<file path="src/rtl/candidate_packer.sv">
// Packs a (distance, index) candidate stream into 8-lane groups for the bitonic top-4 sorter.
// Define PACKER_PERF_EN to add the saturating stall_cycles counter output.
module candidate_packer #(
    parameter int DATA_W = 25,
    parameter int IDX_W  = 15
) (
    input  logic              clk,
    input  logic              rst_n,
    input  logic              in_valid,
    output logic              in_ready,
    input  logic [DATA_W-1:0] in_data,
    input  logic [IDX_W-1:0]  in_idx,
    input  logic              in_last,
    input  logic              out_stall,
    output logic              valid_out,
    output logic [DATA_W-1:0] data_out_0,
    output logic [DATA_W-1:0] data_out_1,
    output logic [DATA_W-1:0] data_out_2,
    output logic [DATA_W-1:0] data_out_3,
    output logic [DATA_W-1:0] data_out_4,
    output logic [DATA_W-1:0] data_out_5,
    output logic [DATA_W-1:0] data_out_6,
    output logic [DATA_W-1:0] data_out_7,
    output logic [IDX_W-1:0]  idx_out_0,
    output logic [IDX_W-1:0]  idx_out_1,
    output logic [IDX_W-1:0]  idx_out_2,
    output logic [IDX_W-1:0]  idx_out_3,
    output logic [IDX_W-1:0]  idx_out_4,
    output logic [IDX_W-1:0]  idx_out_5,
    output logic [IDX_W-1:0]  idx_out_6,
    output logic [IDX_W-1:0]  idx_out_7,
`ifdef PACKER_PERF_EN
    output logic [15:0]       stall_cycles,
`endif
    output logic              last_out
);

    localparam logic [DATA_W-1:0] PAD_DATA = '1;
    localparam logic [IDX_W-1:0]  PAD_IDX  = '1;

    logic [2:0]        cnt_q, cnt_d;
    logic [DATA_W-1:0] fill_data_q [7];
    logic [DATA_W-1:0] fill_data_d [7];
    logic [IDX_W-1:0]  fill_idx_q  [7];
    logic [IDX_W-1:0]  fill_idx_d  [7];
    logic [DATA_W-1:0] lane_data_q [8];
    logic [DATA_W-1:0] lane_data_d [8];
    logic [IDX_W-1:0]  lane_idx_q  [8];
    logic [IDX_W-1:0]  lane_idx_d  [8];
    logic              valid_out_q, valid_out_d;
    logic              last_out_q, last_out_d;
    logic              accept, complete, transfer;

    // The fill buffer only ever holds lanes 0..6; lane 7 always comes straight from the completing beat.
    always_comb begin
        in_ready    = !(valid_out_q && out_stall);
        accept      = in_valid && in_ready;
        complete    = accept && ((cnt_q == 3'd7) || in_last);
        transfer    = valid_out_q && !out_stall;
        cnt_d       = cnt_q;
        fill_data_d = fill_data_q;
        fill_idx_d  = fill_idx_q;
        lane_data_d = lane_data_q;
        lane_idx_d  = lane_idx_q;
        valid_out_d = valid_out_q;
        last_out_d  = last_out_q;

        if (complete) begin
            for (int i = 0; i < 7; i++) begin
                if (i < int'(cnt_q)) begin
                    lane_data_d[i] = fill_data_q[i];
                    lane_idx_d[i]  = fill_idx_q[i];
                end else if (i == int'(cnt_q)) begin
                    lane_data_d[i] = in_data;
                    lane_idx_d[i]  = in_idx;
                end else begin
                    lane_data_d[i] = PAD_DATA;
                    lane_idx_d[i]  = PAD_IDX;
                end
            end
            lane_data_d[7] = (cnt_q == 3'd7) ? in_data : PAD_DATA;
            lane_idx_d[7]  = (cnt_q == 3'd7) ? in_idx  : PAD_IDX;
            last_out_d     = in_last;
            valid_out_d    = 1'b1;
            cnt_d          = 3'd0;
        end else begin
            if (accept) begin
                fill_data_d[cnt_q] = in_data;
                fill_idx_d[cnt_q]  = in_idx;
                cnt_d              = cnt_q + 3'd1;
            end
            if (transfer) begin
                valid_out_d = 1'b0;
            end
        end
    end

    always_ff @(posedge clk) begin
        if (!rst_n) begin
            cnt_q       <= 3'd0;
            valid_out_q <= 1'b0;
            last_out_q  <= 1'b0;
            for (int i = 0; i < 8; i++) begin
                lane_data_q[i] <= '0;
                lane_idx_q[i]  <= '0;
            end
        end else begin
            cnt_q       <= cnt_d;
            valid_out_q <= valid_out_d;
            last_out_q  <= last_out_d;
            lane_data_q <= lane_data_d;
            lane_idx_q  <= lane_idx_d;
        end
    end

    // Fill contents are don't-care until written, so they need no reset.
    always_ff @(posedge clk) begin
        fill_data_q <= fill_data_d;
        fill_idx_q  <= fill_idx_d;
    end

`ifdef PACKER_PERF_EN
    logic [15:0] stall_cycles_q, stall_cycles_d;

    always_comb begin
        stall_cycles_d = stall_cycles_q;
        if (valid_out_q && out_stall && (stall_cycles_q != 16'hFFFF)) begin
            stall_cycles_d = stall_cycles_q + 16'd1;
        end
    end

    always_ff @(posedge clk) begin
        if (!rst_n) begin
            stall_cycles_q <= 16'd0;
        end else begin
            stall_cycles_q <= stall_cycles_d;
        end
    end

    assign stall_cycles = stall_cycles_q;
`endif

    assign valid_out  = valid_out_q;
    assign last_out   = last_out_q;
    assign data_out_0 = lane_data_q[0];
    assign data_out_1 = lane_data_q[1];
    assign data_out_2 = lane_data_q[2];
    assign data_out_3 = lane_data_q[3];
    assign data_out_4 = lane_data_q[4];
    assign data_out_5 = lane_data_q[5];
    assign data_out_6 = lane_data_q[6];
    assign data_out_7 = lane_data_q[7];
    assign idx_out_0  = lane_idx_q[0];
    assign idx_out_1  = lane_idx_q[1];
    assign idx_out_2  = lane_idx_q[2];
    assign idx_out_3  = lane_idx_q[3];
    assign idx_out_4  = lane_idx_q[4];
    assign idx_out_5  = lane_idx_q[5];
    assign idx_out_6  = lane_idx_q[6];
    assign idx_out_7  = lane_idx_q[7];

endmodule

</file>
<file path="config.mk">
export PLATFORM = sky130hd
export DESIGN_NAME = candidate_packer
export DESIGN_NICKNAME = d
export VERILOG_FILES = /design/src/rtl/candidate_packer.sv
export SDC_FILE = /design/constraint.sdc
export NUM_CORES = 1
export LEC_CHECK = 0
export CORE_MARGIN = 2
export CORE_UTILIZATION = 57
export CTS_CLUSTER_DIAMETER = 50
export CTS_CLUSTER_SIZE = 8
export DETAILED_ROUTE_END_ITERATION = 8
export PLACE_DENSITY = 0.85
export RECOVER_POWER = 50
export SLEW_MARGIN = 40
export SYNTH_ARGS = -nofsm -noshare
export SYNTH_HDL_FRONTEND = slang
export SYNTH_SLANG_ARGS = --single-unit
</file>
<file path="constraint.sdc">
create_clock -name clk -period 8.59 [get_ports clk]
set_clock_uncertainty 0.1 [all_clocks]
set_input_delay 1.2885 -clock clk [delete_from_list [all_inputs] [get_ports clk]]
set_output_delay 1.2885 -clock clk [all_outputs]
set_load 0.05 [all_outputs]
</file>
== Word-level counts from Yosys, hierarchy flattened ==
Cells that the tools add are included.
Word-level totals
  register bits: 605
Operators by class
  add/subtract/negate cells: 1
  reduce and logical (&&, ||, !) cells: 12
  bitwise logic cells: 3
  eq/ne operators: 7
  mux-type cells: 38
  magnitude comparators: 9
Operators with widths (count)
  $mux W25: 16
  $mux W15: 16
  $bwmux W175: 1
  $bwmux W105: 1
  $demux W25 S3: 1
  $demux W15 S3: 1
  $eq A3 B3 Y1 const A: 4
  $lt A3 B3 Y1 const A: 3
  $eq A2 B3 Y1 const A: 2
  $lt A1 B3 Y1 const A: 2
  $lt A2 B3 Y1 const A: 2
  $logic_and A1 B1 Y1: 5
  $ge A4 B4 Y1 const B: 1
  $lt A4 B1 Y1 const B: 1
  $not A3 Y4: 1
  $add A3 B1 Y3 const B: 1
  $eq A3 B3 Y1 const B: 1
  $logic_not A3 Y1: 1
  $logic_not A1 Y1: 2
  $mux W1: 2
  $not A1 Y1: 2
  $reduce_and A2 Y1: 1
  $reduce_bool A2 Y1: 1
  $reduce_or A2 Y1: 1
  $logic_or A1 B1 Y1: 1

== Depth between registers and ports, before layout ==
  depth after elaboration: 6
  mapped depth: 9
  gate-level depth less buffers: 6

== Worst setup path after synthesis ==
Ideal clock, no wire load.
  path kind: input to register
  start point: input in_valid
  end point: register fill_data_q[0] in the netlist's numbering, enable pin
  slack: 3.443 ns
  library setup time: 0.487 ns
  buffers on the path: 1
  data arrival time: 4.560 ns
  stages: 4
  cells stage by stage: a21boi_2 -> buf_2 -> nand3_1 -> nor3_1
Between the ends
  cells in the longest elaborated chain, start to end: 4
Ends and longest elaborated chain
  from (decl): line 9  | input logic in_valid,
  $logic_and A1 B1 Y1 (*): line 57  | accept = in_valid && in_ready;
  $logic_and A1 B1 Y1: line 58  | complete = accept && ((cnt_q == 3'd7) || in_last);
  $not A1 Y1 (no source line)
  $reduce_and A2 Y1 (no source line) (*)
  to (signal assigned): line 118  | fill_data_q <= fill_data_d;
  to (decl): line 42  | logic [DATA_W-1:0] fill_data_q [7];
Every way passes the cells marked *; elsewhere a longest branch is shown, timed or not.
A chain may end at the register's enable or synchronous reset.

== Final worst setup path ==
  start point: input in_valid
  end point: register lane_data_q (netlist bit data_out_7[16])
Between the ends
  cells in the longest elaborated chain, start to end: 2
Ends and longest elaborated chain
  $logic_and A1 B1 Y1: line 57
  $logic_and A1 B1 Y1: line 58
  to (signal assigned): line 111  | lane_data_q <= lane_data_d;
  to (decl): line 46  | logic [DATA_W-1:0] lane_data_q [8];
Every way passes these cells.

==> impl_results.md <==
* Congestion Overflow GR at 0
* Hold Crit Class: reg -> reg
* Critical R2R Launch: cnt_q[0]$_SDFFE_PP0P_
* Root buffer cell: clkbuf_16
* Crit path launch type: input pin
* WL per Instance at 24.1 um
* CP max stage cell: a21boi_0
* Placed cells at 2601
* Post-route non-filler standard cell count at 2762
* Total of warnings raised by yosys at 0
* Crit-path most repeated cell: buf_4
* Setup violations, final at 0
* CTS tree: built
* Startpoint of the worst hold path: idx_out_5[1]$_SDFFE_PN0P_
* Avg Inst Size Synth at 12.0 um2
* Max_slew headroom at 0.296
* Detailed Route WL at 66700 um
* Delay-heaviest family, CP: buffers and inverters
* Pre-CTS setup slack at 4.09 ns
* Via count at 17300
* Final worst-path setup slack at 4.00 ns
* Setup TNS at 0 ns
* Fin. Hold Viols at 0
* Total power at 0.00739 W
* WP data arrival at 5.01 ns
* Pre-antenna DRT Iters at 7
* CP required at 9.01 ns
* Mapped Nets at 1914
* Drt drc at 0
* Clock transition at path regs at 0.05 ns
* Post-CTS Resized at 0
* Largest family of logic cells by synthesized area: compound AO/OA/AOI/OAI gates
* First-pass GRT wire length at 101000 um
* Starting Density at 0.578
* Nets at 2223
* Htree depth at 3
* Synth Flop Type: dfxtp_1
* DP Wirelength at 38900 um
* Tmin final at 4.59 ns
* Std cell rows at 72
* RSZ-0062 raised after global routing: no
* Simple-Gate Fraction of Synth Area at 0.0641
* Cell Area, Synth at 22400 um2
* Worst reg2reg path depth at 7
* Hold bufs inserted after CTS at 0
* CP endpoint kind: flip-flop
* Hold EP: idx_out_5[1]$_SDFFE_PN0P_
* Hold path cells at 1
* Largest net degree at the start of global routing at 97
* Layout cells sized above 1 at 0.0624
* Crit Path Max Fanout at 62
* Antenna diodes at 0
* Reg2Reg Setup Slack at 4.40 ns
* Post-CTS setup buffer count at 0
* 1st-iter DRT viols at 1873
* Vias in the first global route at 17100
* GRT Total Usage at 0.321
* Post-synthesis xor/xnor area fraction at 0
* Pwr per Cell Area at 257 nW/um2
* Multiplexer share of the synthesized area at 0.000447
* Crit path cell chain: dlygate4sd3_1 -> a21boi_0 -> o21ai_0 -> nor2_4 -> buf_4 -> buf_4 -> a22o_1
* Levels on crit path at 7
* Worst slew pin tran at 1.05 ns
* Compound-Gate Fraction of Synth Area at 0.221
* Worst-skew pair later-pin latency at 0.59 ns
* Initial antenna violation count at 2
* WP buf/inv at 3
* Gpl congestion at 0.868
* Crit share post-route at 0.534
* Filler instances at 2468
* Die area at 40900 um2
* Core Area at 38700 um2
* Sequential fraction of the synthesis area at 0.666
* Register bit total from synthesis at 605
* Synth Area in Adders at 0.00335
* Status: completed
* Max-cap check violation count at 0
* Die X at 202 um
* Area Overhead vs Synth at 28.6%
* Yosys cell types at 36
* Bufs on Longest Clock Path at 3
* Syn Inst Count at 1863
* Via density at 6.28
* RR Endpoint: data_out_7[16]$_SDFFE_PN0P_
* I/O Buffers at 367
* CTS Buf Count at 85
* CP Class: in -> reg
* Slew Viols, Final at 0
* Leak at 11.3 nW
* ANT nets after route at 0
* Sink Count at 605
* Die H at 202 um
* Post-synth EDFFs at 280
* Num ports at 368
* CP peak stage delay at 0.82 ns
* Asr flop ratio synth at 0
* Max VDD drop at 0.191 mV
* Fmax at 0.218 GHz
## metrics by stage
step	utilization	hold slack, ns	instance area [um2]
final	0.744	0.341	28800
after global routing	0.744	0.359	28800
after CTS	0.743	0.352	28800
after detailed placement	0.679	0.338	26300
after global placement	0.675	0.336	26100
after floorplan	-	0.394	22400
## how the worst max path moves through the flow
stage          startpoint                           to  slack [ns]
5_1_grt          in_valid  data_out_7[16]$_SDFFE_PN0P_        3.82
6_report         in_valid  data_out_7[16]$_SDFFE_PN0P_        4.00
2_1_floorplan    in_valid     fill_data_q[0]$_DFFE_PP_        3.44
4_1_cts         out_stall                     in_ready        4.52
3_3_place_gp    out_stall  data_out_7[11]$_SDFFE_PN0P_        3.78
3_5_place_dp    out_stall  data_out_7[12]$_SDFFE_PN0P_        4.09
## final cells by class
class	instances	area (um2)	area share
Multi-Input combinational cell	1042	6590	0.229
Sequential cell	605	14900	0.518
Tap cell	518	648	0.0225
Inverter	44	168	0.00582
Clock inverter	5	47.5	0.00165
Timing Repair Buffer	394	4000	0.139
Clock buffer	154	2450	0.0850
## cells by family (layout without fill, tap and decap cells)
family,count (synthesis),in the layout
multiplexers,1,1
buffers and inverters,216,597
flip-flops,605,605
AND/OR/NAND/NOR,307,307
adder cells (fa/ha/maj),6,6
AO/OA/AOI/OAI,728,728
## flip-flops by register name, indices dropped and copies added (netlist names)
signal / flops
data_out_6: 25
last_out: 1
fill_data_q: 175
data_out_1: 25
idx_out_0: 15
idx_out_1: 15
data_out_3: 25
data_out_7: 25
idx_out_3: 15
idx_out_7: 15
data_out_5: 25
valid_out: 1
idx_out_5: 15
data_out_4: 25
fill_idx_q: 105
idx_out_2: 15
cnt_q: 3
data_out_0: 25
data_out_2: 25
idx_out_6: 15
idx_out_4: 15
## report_power, final
group | internal, W | leakage [nW] | switching [W]
registers | 0.00316 | 5.21 | 0.0000935
clock network | 0.00191 | 1.19 | 0.00119
logic | 0.000294 | 4.87 | 0.000756
total | 0.00536 | 11.3 | 0.00203
## layout by cell type (no fill, tap or decap), drive strengths merged, types with 41 or more instances in the layout
cell type / instances
a22o: 119
edfxtp: 280
a21oi: 205
clkbuf: 154
nand2: 126
inv: 47
nor2: 51
dfxtp: 325
dlygate4sd3: 345
a21o: 41
nand3: 42
o21ai: 120
o2bb2ai: 160
## cells in the mapped netlist, drive strengths merged (2+ instances only)
library cell    n  share of area
a21o           41          0.014
a21oi         205          0.046
a22o          119          0.047
and3           39          0.011
buf            88          0.024
clkbuf         84          0.014
dfxtp         325           0.29
edfxtp        280           0.38
ha              6         0.0034
inv            43         0.0072
nand2         126          0.021
nand2b          3        0.00084
nand3          42         0.0094
nor2           51         0.0085
nor2b          40          0.011
nor3            2        0.00095
o211ai         40          0.013
o21ai         120          0.027
o22ai          40          0.011
o2bb2ai       160          0.063
or2             2        0.00056
## routing by layer
metal	up-vias	track usage	wire, um
met5	-	0	0
met4	0	0.154	2640
met3	192	0.0679	7460
met2	1173	0.504	31000
met1	8329	0.428	25600
li1	7640	-	-
(Power assumes the default switching activity.)
